[config.mk]
export PLATFORM = sky130hd
export DESIGN_NAME = iq_envelope_flat
export DESIGN_NICKNAME = d
export VERILOG_FILES = /design/src/rtl/iq_envelope_if.sv /design/src/rtl/iq_envelope.sv /design/src/flat_wrapper.sv
export SDC_FILE = /design/constraint.sdc
export NUM_CORES = 1
export LEC_CHECK = 0
export ABC_AREA = 1
export BUFFER_PORTS_ARGS = -buffer_cell sky130_fd_sc_hd__buf_2
export CORE_ASPECT_RATIO = 2
export CORE_UTILIZATION = 63
export CTS_BUF_LIST = sky130_fd_sc_hd__clkbuf_8
export DETAILED_ROUTE_END_ITERATION = 7
export PLACE_DENSITY = 0.83
export SETUP_SLACK_MARGIN = 0.05
export SYNTH_ARGS = -nofsm -noshare
export SYNTH_HDL_FRONTEND = slang
export SYNTH_SLANG_ARGS = --single-unit
[constraint.sdc]
create_clock -name clk -period 4.75 [get_ports clk]
set_clock_uncertainty 0.2 [all_clocks]
set_input_delay 0.95 -clock clk [delete_from_list [all_inputs] [get_ports clk]]
set_output_delay 0.95 -clock clk [all_outputs]
set_load 0.03 [all_outputs]
[src/rtl/iq_envelope_if.sv]
// I/Q sample in, envelope amplitude out. The envelope block is the slave; the
// sample source and the downstream limiter together form the master side.
interface iq_envelope_if;
  logic               in_valid;
  logic signed [15:0] in_i;
  logic signed [15:0] in_q;
  logic        [15:0] amplitude;
  logic               valid;

  modport master (
    output in_valid, in_i, in_q,
    input  amplitude, valid
  );

  modport slave (
    input  in_valid, in_i, in_q,
    output amplitude, valid
  );
endinterface

[src/rtl/iq_envelope.sv]
// iq_envelope: alpha-max-beta-min magnitude estimate of signed I/Q pairs,
// followed by a peak-hold/decay envelope tracker. Four register stages from
// in_valid to valid; one sample accepted per clock, no backpressure.
// Optional feature macro: IQ_ENVELOPE_HOLD_EN builds the HOLD state and its
// sample counter. Without it a new peak goes straight to DECAY and
// HOLD_SAMPLES has no effect.
module iq_envelope #(
  parameter int unsigned HOLD_SAMPLES = 64,
  parameter int unsigned DECAY_SHIFT  = 6
) (
  input  logic         clk,
  input  logic         rst,
  iq_envelope_if.slave bus
);

  // Reject out-of-range configuration at elaboration.
  if (HOLD_SAMPLES > 32'd65535 || DECAY_SHIFT < 32'd1 || DECAY_SHIFT > 32'd15) begin : g_param_check
    $error("iq_envelope: HOLD_SAMPLES must be 0..65535 and DECAY_SHIFT 1..15");
  end

  typedef enum logic [1:0] {
    IDLE,
`ifdef IQ_ENVELOPE_HOLD_EN
    HOLD,
`endif
    DECAY
  } state_t;

  logic        v1, v2, v3;
  logic [15:0] abs_i, abs_q;
  logic [15:0] a1, b1;
  logic [15:0] mx2, mn2;
  logic [16:0] mag_sum;
  logic [16:0] mag3;

  state_t      state, state_n;
  logic [15:0] env, env_n;
  logic [15:0] step;
  logic        peak;
  logic        valid_r;
`ifdef IQ_ENVELOPE_HOLD_EN
  logic [15:0] hold_cnt, hold_n;
`endif

  // Two's-complement magnitude; -32768 maps to 32768 in the unsigned result.
  always_comb begin
    abs_i = bus.in_i[15] ? (~bus.in_i + 16'd1) : bus.in_i;
    abs_q = bus.in_q[15] ? (~bus.in_q + 16'd1) : bus.in_q;
  end

  // Stage 1: register absolute values.
  always_ff @(posedge clk or posedge rst) begin
    if (rst) begin
      v1 <= 1'b0;
      a1 <= '0;
      b1 <= '0;
    end else begin
      v1 <= bus.in_valid;
      a1 <= abs_i;
      b1 <= abs_q;
    end
  end

  // Stage 2: sort into larger and smaller component.
  always_ff @(posedge clk or posedge rst) begin
    if (rst) begin
      v2  <= 1'b0;
      mx2 <= '0;
      mn2 <= '0;
    end else begin
      v2  <= v1;
      mx2 <= (a1 >= b1) ? a1 : b1;
      mn2 <= (a1 >= b1) ? b1 : a1;
    end
  end

  // Magnitude estimate mx + mn/2 - mx/16; peaks at 47104 so 17 bits never wrap.
  always_comb begin
    mag_sum = {1'b0, mx2} + {2'b00, mn2[15:1]} - {5'b00000, mx2[15:4]};
  end

  // Stage 3: register the magnitude.
  always_ff @(posedge clk or posedge rst) begin
    if (rst) begin
      v3   <= 1'b0;
      mag3 <= '0;
    end else begin
      v3   <= v2;
      mag3 <= mag_sum;
    end
  end

  // Envelope next-state: a non-zero sample at or above env restarts the peak;
  // otherwise hold, decay or stay idle. Updates only on a stage-3 sample.
  always_comb begin
    state_n = state;
    env_n   = env;
`ifdef IQ_ENVELOPE_HOLD_EN
    hold_n  = hold_cnt;
`endif
    step = env >> DECAY_SHIFT;
    if (step == '0) step = 16'd1;
    peak = (mag3 != '0) && (mag3 >= {1'b0, env});
    if (v3) begin
      if (peak) begin
        env_n = mag3[15:0];
`ifdef IQ_ENVELOPE_HOLD_EN
        hold_n  = 16'(HOLD_SAMPLES);
        state_n = (HOLD_SAMPLES == 0) ? DECAY : HOLD;
`else
        state_n = DECAY;
`endif
      end else begin
        case (state)
`ifdef IQ_ENVELOPE_HOLD_EN
          HOLD: begin
            hold_n = hold_cnt - 16'd1;
            if (hold_n == '0) state_n = DECAY;
          end
`endif
          DECAY: begin
            env_n = env - step;
            if (env_n == '0) state_n = IDLE;
          end
          default: ;
        endcase
      end
    end
  end

  // Stage 4: envelope state, which is also the registered amplitude output.
  always_ff @(posedge clk or posedge rst) begin
    if (rst) begin
      state    <= IDLE;
      env      <= '0;
      valid_r  <= 1'b0;
`ifdef IQ_ENVELOPE_HOLD_EN
      hold_cnt <= '0;
`endif
    end else begin
      state    <= state_n;
      env      <= env_n;
      valid_r  <= v3;
`ifdef IQ_ENVELOPE_HOLD_EN
      hold_cnt <= hold_n;
`endif
    end
  end

  assign bus.amplitude = env;
  assign bus.valid     = valid_r;

endmodule

[src/flat_wrapper.sv]
// flat-port wrapper written by rule: the top's interface ports become plain ports
module iq_envelope_flat 
#(
  parameter int unsigned HOLD_SAMPLES = 64,
  parameter int unsigned DECAY_SHIFT  = 6
)
  (clk, rst, bus_in_valid, bus_in_i, bus_in_q, bus_amplitude, bus_valid);
  iq_envelope_if bus_i ();
  input  logic clk;
  input  logic rst;
  input wire logic [$bits(bus_i.in_valid)-1:0] bus_in_valid;
  input wire logic [$bits(bus_i.in_i)-1:0] bus_in_i;
  input wire logic [$bits(bus_i.in_q)-1:0] bus_in_q;
  output wire logic [$bits(bus_i.amplitude)-1:0] bus_amplitude;
  output wire logic [$bits(bus_i.valid)-1:0] bus_valid;
  assign bus_i.in_valid = bus_in_valid;
  assign bus_i.in_i = bus_in_i;
  assign bus_i.in_q = bus_in_q;
  assign bus_amplitude = bus_i.amplitude;
  assign bus_valid = bus_i.valid;
  iq_envelope #(.HOLD_SAMPLES(HOLD_SAMPLES), .DECAY_SHIFT(DECAY_SHIFT)) u_core (.clk(clk), .rst(rst), .bus(bus_i));
endmodule
==> results list <==
- The H-tree was split into 3 levels.
- The floorplan step defined a core boundary enclosing between 0.01 and 0.015 mm^2.
* Min-Delay Path Depth: 0
- In the routed layout, each cell is associated on average with a via count of ~5.1.
* 1st-pass router iterations: 4
- Mean cell area of the mapped netlist: about 7.7 um^2
* Ys Warns: 0
- The biggest area contributor in the post-synthesis netlist is sky130_fd_sc_hd__dfrtp_1.
- The die is 150 um tall.
- Number of buffers on the longest clock path: 2
* Worst hold path class: flip-flop to flip-flop
- For this run, asynchronously set or reset flops after synthesis account for between 90% and 100%.
- STA classifies the critical path endpoint as a flip-flop.
- In the post-route analysis, the smallest setup slack over all paths is 1390 ps.
- After floorplanning, the core was divided into 53 placement rows.
- Pin count of the biggest net entering global routing: 76
- Buffers inserted to repair hold after CTS numbered 0.
- Buffers plus inverters on the worst setup path: 2
- Initial DRC count: between 150 and 200
- Kind of cell with the highest combined delay on the critical path: simple AND/OR/NAND/NOR gates
- Capture instance of the worst register-to-register path: u_core.state[0]$_DFFE_PP0P_
* Max-capacitance violation count: 0
* Post-synth EDFFs: 0
- In this run the remaining antenna-violating nets after routing total 0.
- The share of synthesized area in the top cell type comes to between 30% and 40%.
- Walking the worst path, the cells encountered are inv_1 > nand3_1 > o41ai_1 > ha_1 > inv_1 > fa_1 > nand2_1 > nand2_1 > nand3_1 > nand2_1 > nand2_1 > nand3_1 > nand2_1 > nand2_1 > nor2_1 > nand3_1 > nand2_1 > nand2_1.
- Headroom to the max-slew limit came out at between 30% and 40%.
* GRT Overall Usage: a little over a quarter
- Setup repair after global routing left no endpoint under its margin.
- Arrival time of data at the critical path endpoint: 3440 ps
- Count of inserted antenna diode cells: 0
- The number of cells on the worst reg-to-reg path is 18.
* Critical path's largest stage delay: approximately 530 ps
- Synth Register Bits: just over 100
* Number of buffers inserted during clock tree synthesis: 9
- For flop-to-flop paths, the worst setup slack is ~1400 ps.
- Most instantiated library cell after synthesis: sky130_fd_sc_hd__nand2_1
- Setup violations remaining at the end of the flow were counted as 0.
- Clock latency on the worst-skew pair: ~380 ps
- STA puts the critical path data required time at approximately 4800 ps.
* Number of pins with negative max-slew slack in the final report: 0
* Cells resized by post-CTS repair: 0
- CTS Sinks: 101
* Worst reg2reg path startpoint: u_core.bus.amplitude[13]$_DFFE_PP0P_
- In this run the cell area of the synthesized design comes to 0.00691 mm^2.
- Type of element launching the critical path: flip-flop
- The completed layout was analyzed and its total power is between 5 and 6 mW.
- Count of cell types in the netlist: 39
* Clock tree root buffer cell: sky130_fd_sc_hd__clkbuf_8
- The initial utilization of the core area, before any placement, comes to 65.1%.
* Tcrit/Tclk final: a little over two thirds
- Worst slew pin tran: 952 ps
- The worst hold path begins at u_core.v2$_DFF_PP0_.
* First-pass GRT wire length: 23.7 mm
- The wire-length estimate of the detail-placed layout is 11.8 mm.
- The worst hold path terminates at u_core.v3$_DFF_PP0_.
- Most instantiated flip-flop cell in the synthesis netlist: sky130_fd_sc_hd__dfrtp_1
- Crit Path Category: flip-flop to flip-flop
- Final standard cell utilization of the core: between 70% and 80%
- The analysis attributes to cell leakage a power of slightly above 4 nW.
* Non-filler instance count after layout: about 1100
- Clock-pin slew was measured on the worst setup and hold paths at 90 ps.
- The hold violation count in the final report was 0.
* Number of cells after detailed placement: around 1100
- Final worst path period need: 3360 ps
* Post-synthesis cell count: between 900 and 1000
- After detailed routing, the number of remaining DRC violations is 0.
- Port buffering added 51 buffers.
- Max frequency: 297 MHz
- 52 I/O pins were placed.
* Total vias in the final route: 5600
- DRT Wirelength: 14.3 mm
- At the end of the flow, the number of nets in the layout was 1065.
- The initial antenna violation count was 0.
- Post-synth top cells: sky130_fd_sc_hd__nand2_1, sky130_fd_sc_hd__inv_1, sky130_fd_sc_hd__dfrtp_1
- Share of the yosys chip area belonging to registers: a little over a third
* Setup WS pre-CTS: 1410 ps
* Overflow left after global routing: 0
- The cell that appears most often on the critical path is sky130_fd_sc_hd__nand2_1.
- Worst Hold Slack: approximately 160 ps
- Total placed instance area: ~0.0073 mm^2
- After detailed routing, the average wire length per cell comes to between 10 and 15 um.
* Die Width: between 70 and 80 um
- When the netlist entered floorplanning its net count stood at 1015.
- Once the clock tree was built, the setup fixing pass inserted 0 buffers.
* Slowest library cell on the worst path: sky130_fd_sc_hd__o41ai_1
- TritonCTS built the clock tree.
- The run finished with clean final reports.
* Post-route setup TNS: 0 ps
* Number of global-route vias before repair: 5628
- For this design the ratio of total power to cell area is just over 700 mW/mm^2.
- Total Die Area: between 0.01 and 0.015 mm^2
* Area grow syn2layout: 7.93%
* Placer congestion estimate: around 0.93
- Top area cells in the synthesized netlist: sky130_fd_sc_hd__dfrtp_1, sky130_fd_sc_hd__nand2_1, sky130_fd_sc_hd__ha_1
- Once layout is done, the placed cells without fillers occupy between 0.007 and 0.008 mm^2.
- Of all nets on the critical path, the largest fanout is 5.
* Fraction of final layout cells with drive strength greater than 1: under 10%
- Maximum ir drop on the vdd rail: a little over 0.0004 V
cell families (layout without fill, tap and decap cells):
logic type	count (synthesis)	after routing	synth area share, %
buffers and inverters	206	261	11.6
AOI/OAI and AO/OA	115	115	9.47
xor gates and xnor gates	38	38	4.82
adders and majority gates	78	78	15.5
DFF	101	101	36.6
and+or+nand+nor	364	364	22.0
cell type report:
class                           count  area (um^2)
Clock buffer                       10          138
Tap cell                          137          171
Multi-Input combinational cell    595         3590
Fill cell                         902         3150
Inverter                          193          727
Sequential cell                   101         2530
Timing Repair Buffer               52          263
Clock inverter                      6         45.0
worst register-to-register path: stages (launching register included):
cell                      delay (ps)
sky130_fd_sc_hd__dfrtp_1         410
sky130_fd_sc_hd__inv_1           160
sky130_fd_sc_hd__nand3_1         150
sky130_fd_sc_hd__o41ai_1         530
sky130_fd_sc_hd__ha_1            240
sky130_fd_sc_hd__inv_1            80
sky130_fd_sc_hd__fa_1            430
sky130_fd_sc_hd__nand2_1          80
sky130_fd_sc_hd__nand2_1         100
sky130_fd_sc_hd__nand3_1         120
sky130_fd_sc_hd__nand2_1          80
sky130_fd_sc_hd__nand2_1         130
sky130_fd_sc_hd__nand3_1          90
sky130_fd_sc_hd__nand2_1         100
sky130_fd_sc_hd__nand2_1          60
sky130_fd_sc_hd__nor2_1           90
sky130_fd_sc_hd__nand3_1          70
sky130_fd_sc_hd__nand2_1          90
sky130_fd_sc_hd__nand2_1          40
report_power, final:
group	switching (mW)	internal, mW	leakage (nW)
logic	2.21	1.21	2.86
registers	0.195	1.13	1.20
clock network	0.304	0.208	0.0907
total	2.71	2.55	4.14
cell usage in the layout (no fill, tap or decap), types with 10 or more instances in the layout:
cell                         n
sky130_fd_sc_hd__ha_1       65
sky130_fd_sc_hd__nor2_1     64
sky130_fd_sc_hd__buf_2      51
sky130_fd_sc_hd__nor3_1     11
sky130_fd_sc_hd__dfrtp_1   101
sky130_fd_sc_hd__fa_1       13
sky130_fd_sc_hd__clkbuf_8   10
sky130_fd_sc_hd__o21ai_1    10
sky130_fd_sc_hd__xnor2_1    14
sky130_fd_sc_hd__inv_1     189
sky130_fd_sc_hd__a21oi_1    46
sky130_fd_sc_hd__xor2_1     24
sky130_fd_sc_hd__nand2_1   218
sky130_fd_sc_hd__nand3_1    47
sky130_fd_sc_hd__o21ai_0    36
sequential cells by signal, summed over array words and instances, names as in the netlist:
register,cells
u_core.state,1
u_core.bus.amplitude,16
u_core.mn2,15
u_core.v1,1
u_core.bus.valid,1
u_core.mag3,17
u_core.b1,16
u_core.v2,1
u_core.a1,16
u_core.v3,1
u_core.mx2,16
worst max-delay path by stage:
stage | start | cells after the start | end
finish | u_core.bus.amplitude[13]$_DFFE_PP0P_ | 18 | u_core.state[0]$_DFFE_PP0P_
global route | u_core.bus.amplitude[13]$_DFFE_PP0P_ | 18 | u_core.state[0]$_DFFE_PP0P_
CTS | u_core.bus.amplitude[13]$_DFFE_PP0P_ | 18 | u_core.state[0]$_DFFE_PP0P_
detailed placement | u_core.bus.amplitude[13]$_DFFE_PP0P_ | 18 | u_core.state[0]$_DFFE_PP0P_
global placement | u_core.bus.amplitude[13]$_DFFE_PP0P_ | 18 | u_core.state[0]$_DFFE_PP0P_
floorplan | rst | 1 | u_core.a1[0]$_DFF_PP0_
layer usage:
| layer | global-route usage (%) | vias to the layer above | share of wire (%) |
|---|---|---|---|
| met3 | 3.33 | 47 | 2.2 |
| met2 | 58.5 | 109 | 61 |
| met5 | 0 | - | 0 |
| met4 | 17.7 | 0 | 5.4 |
| met1 | 21.4 | 2542 | 32 |
| li1 | - | 2902 | - |
Note: power is estimated with default switching activity, not from simulation.
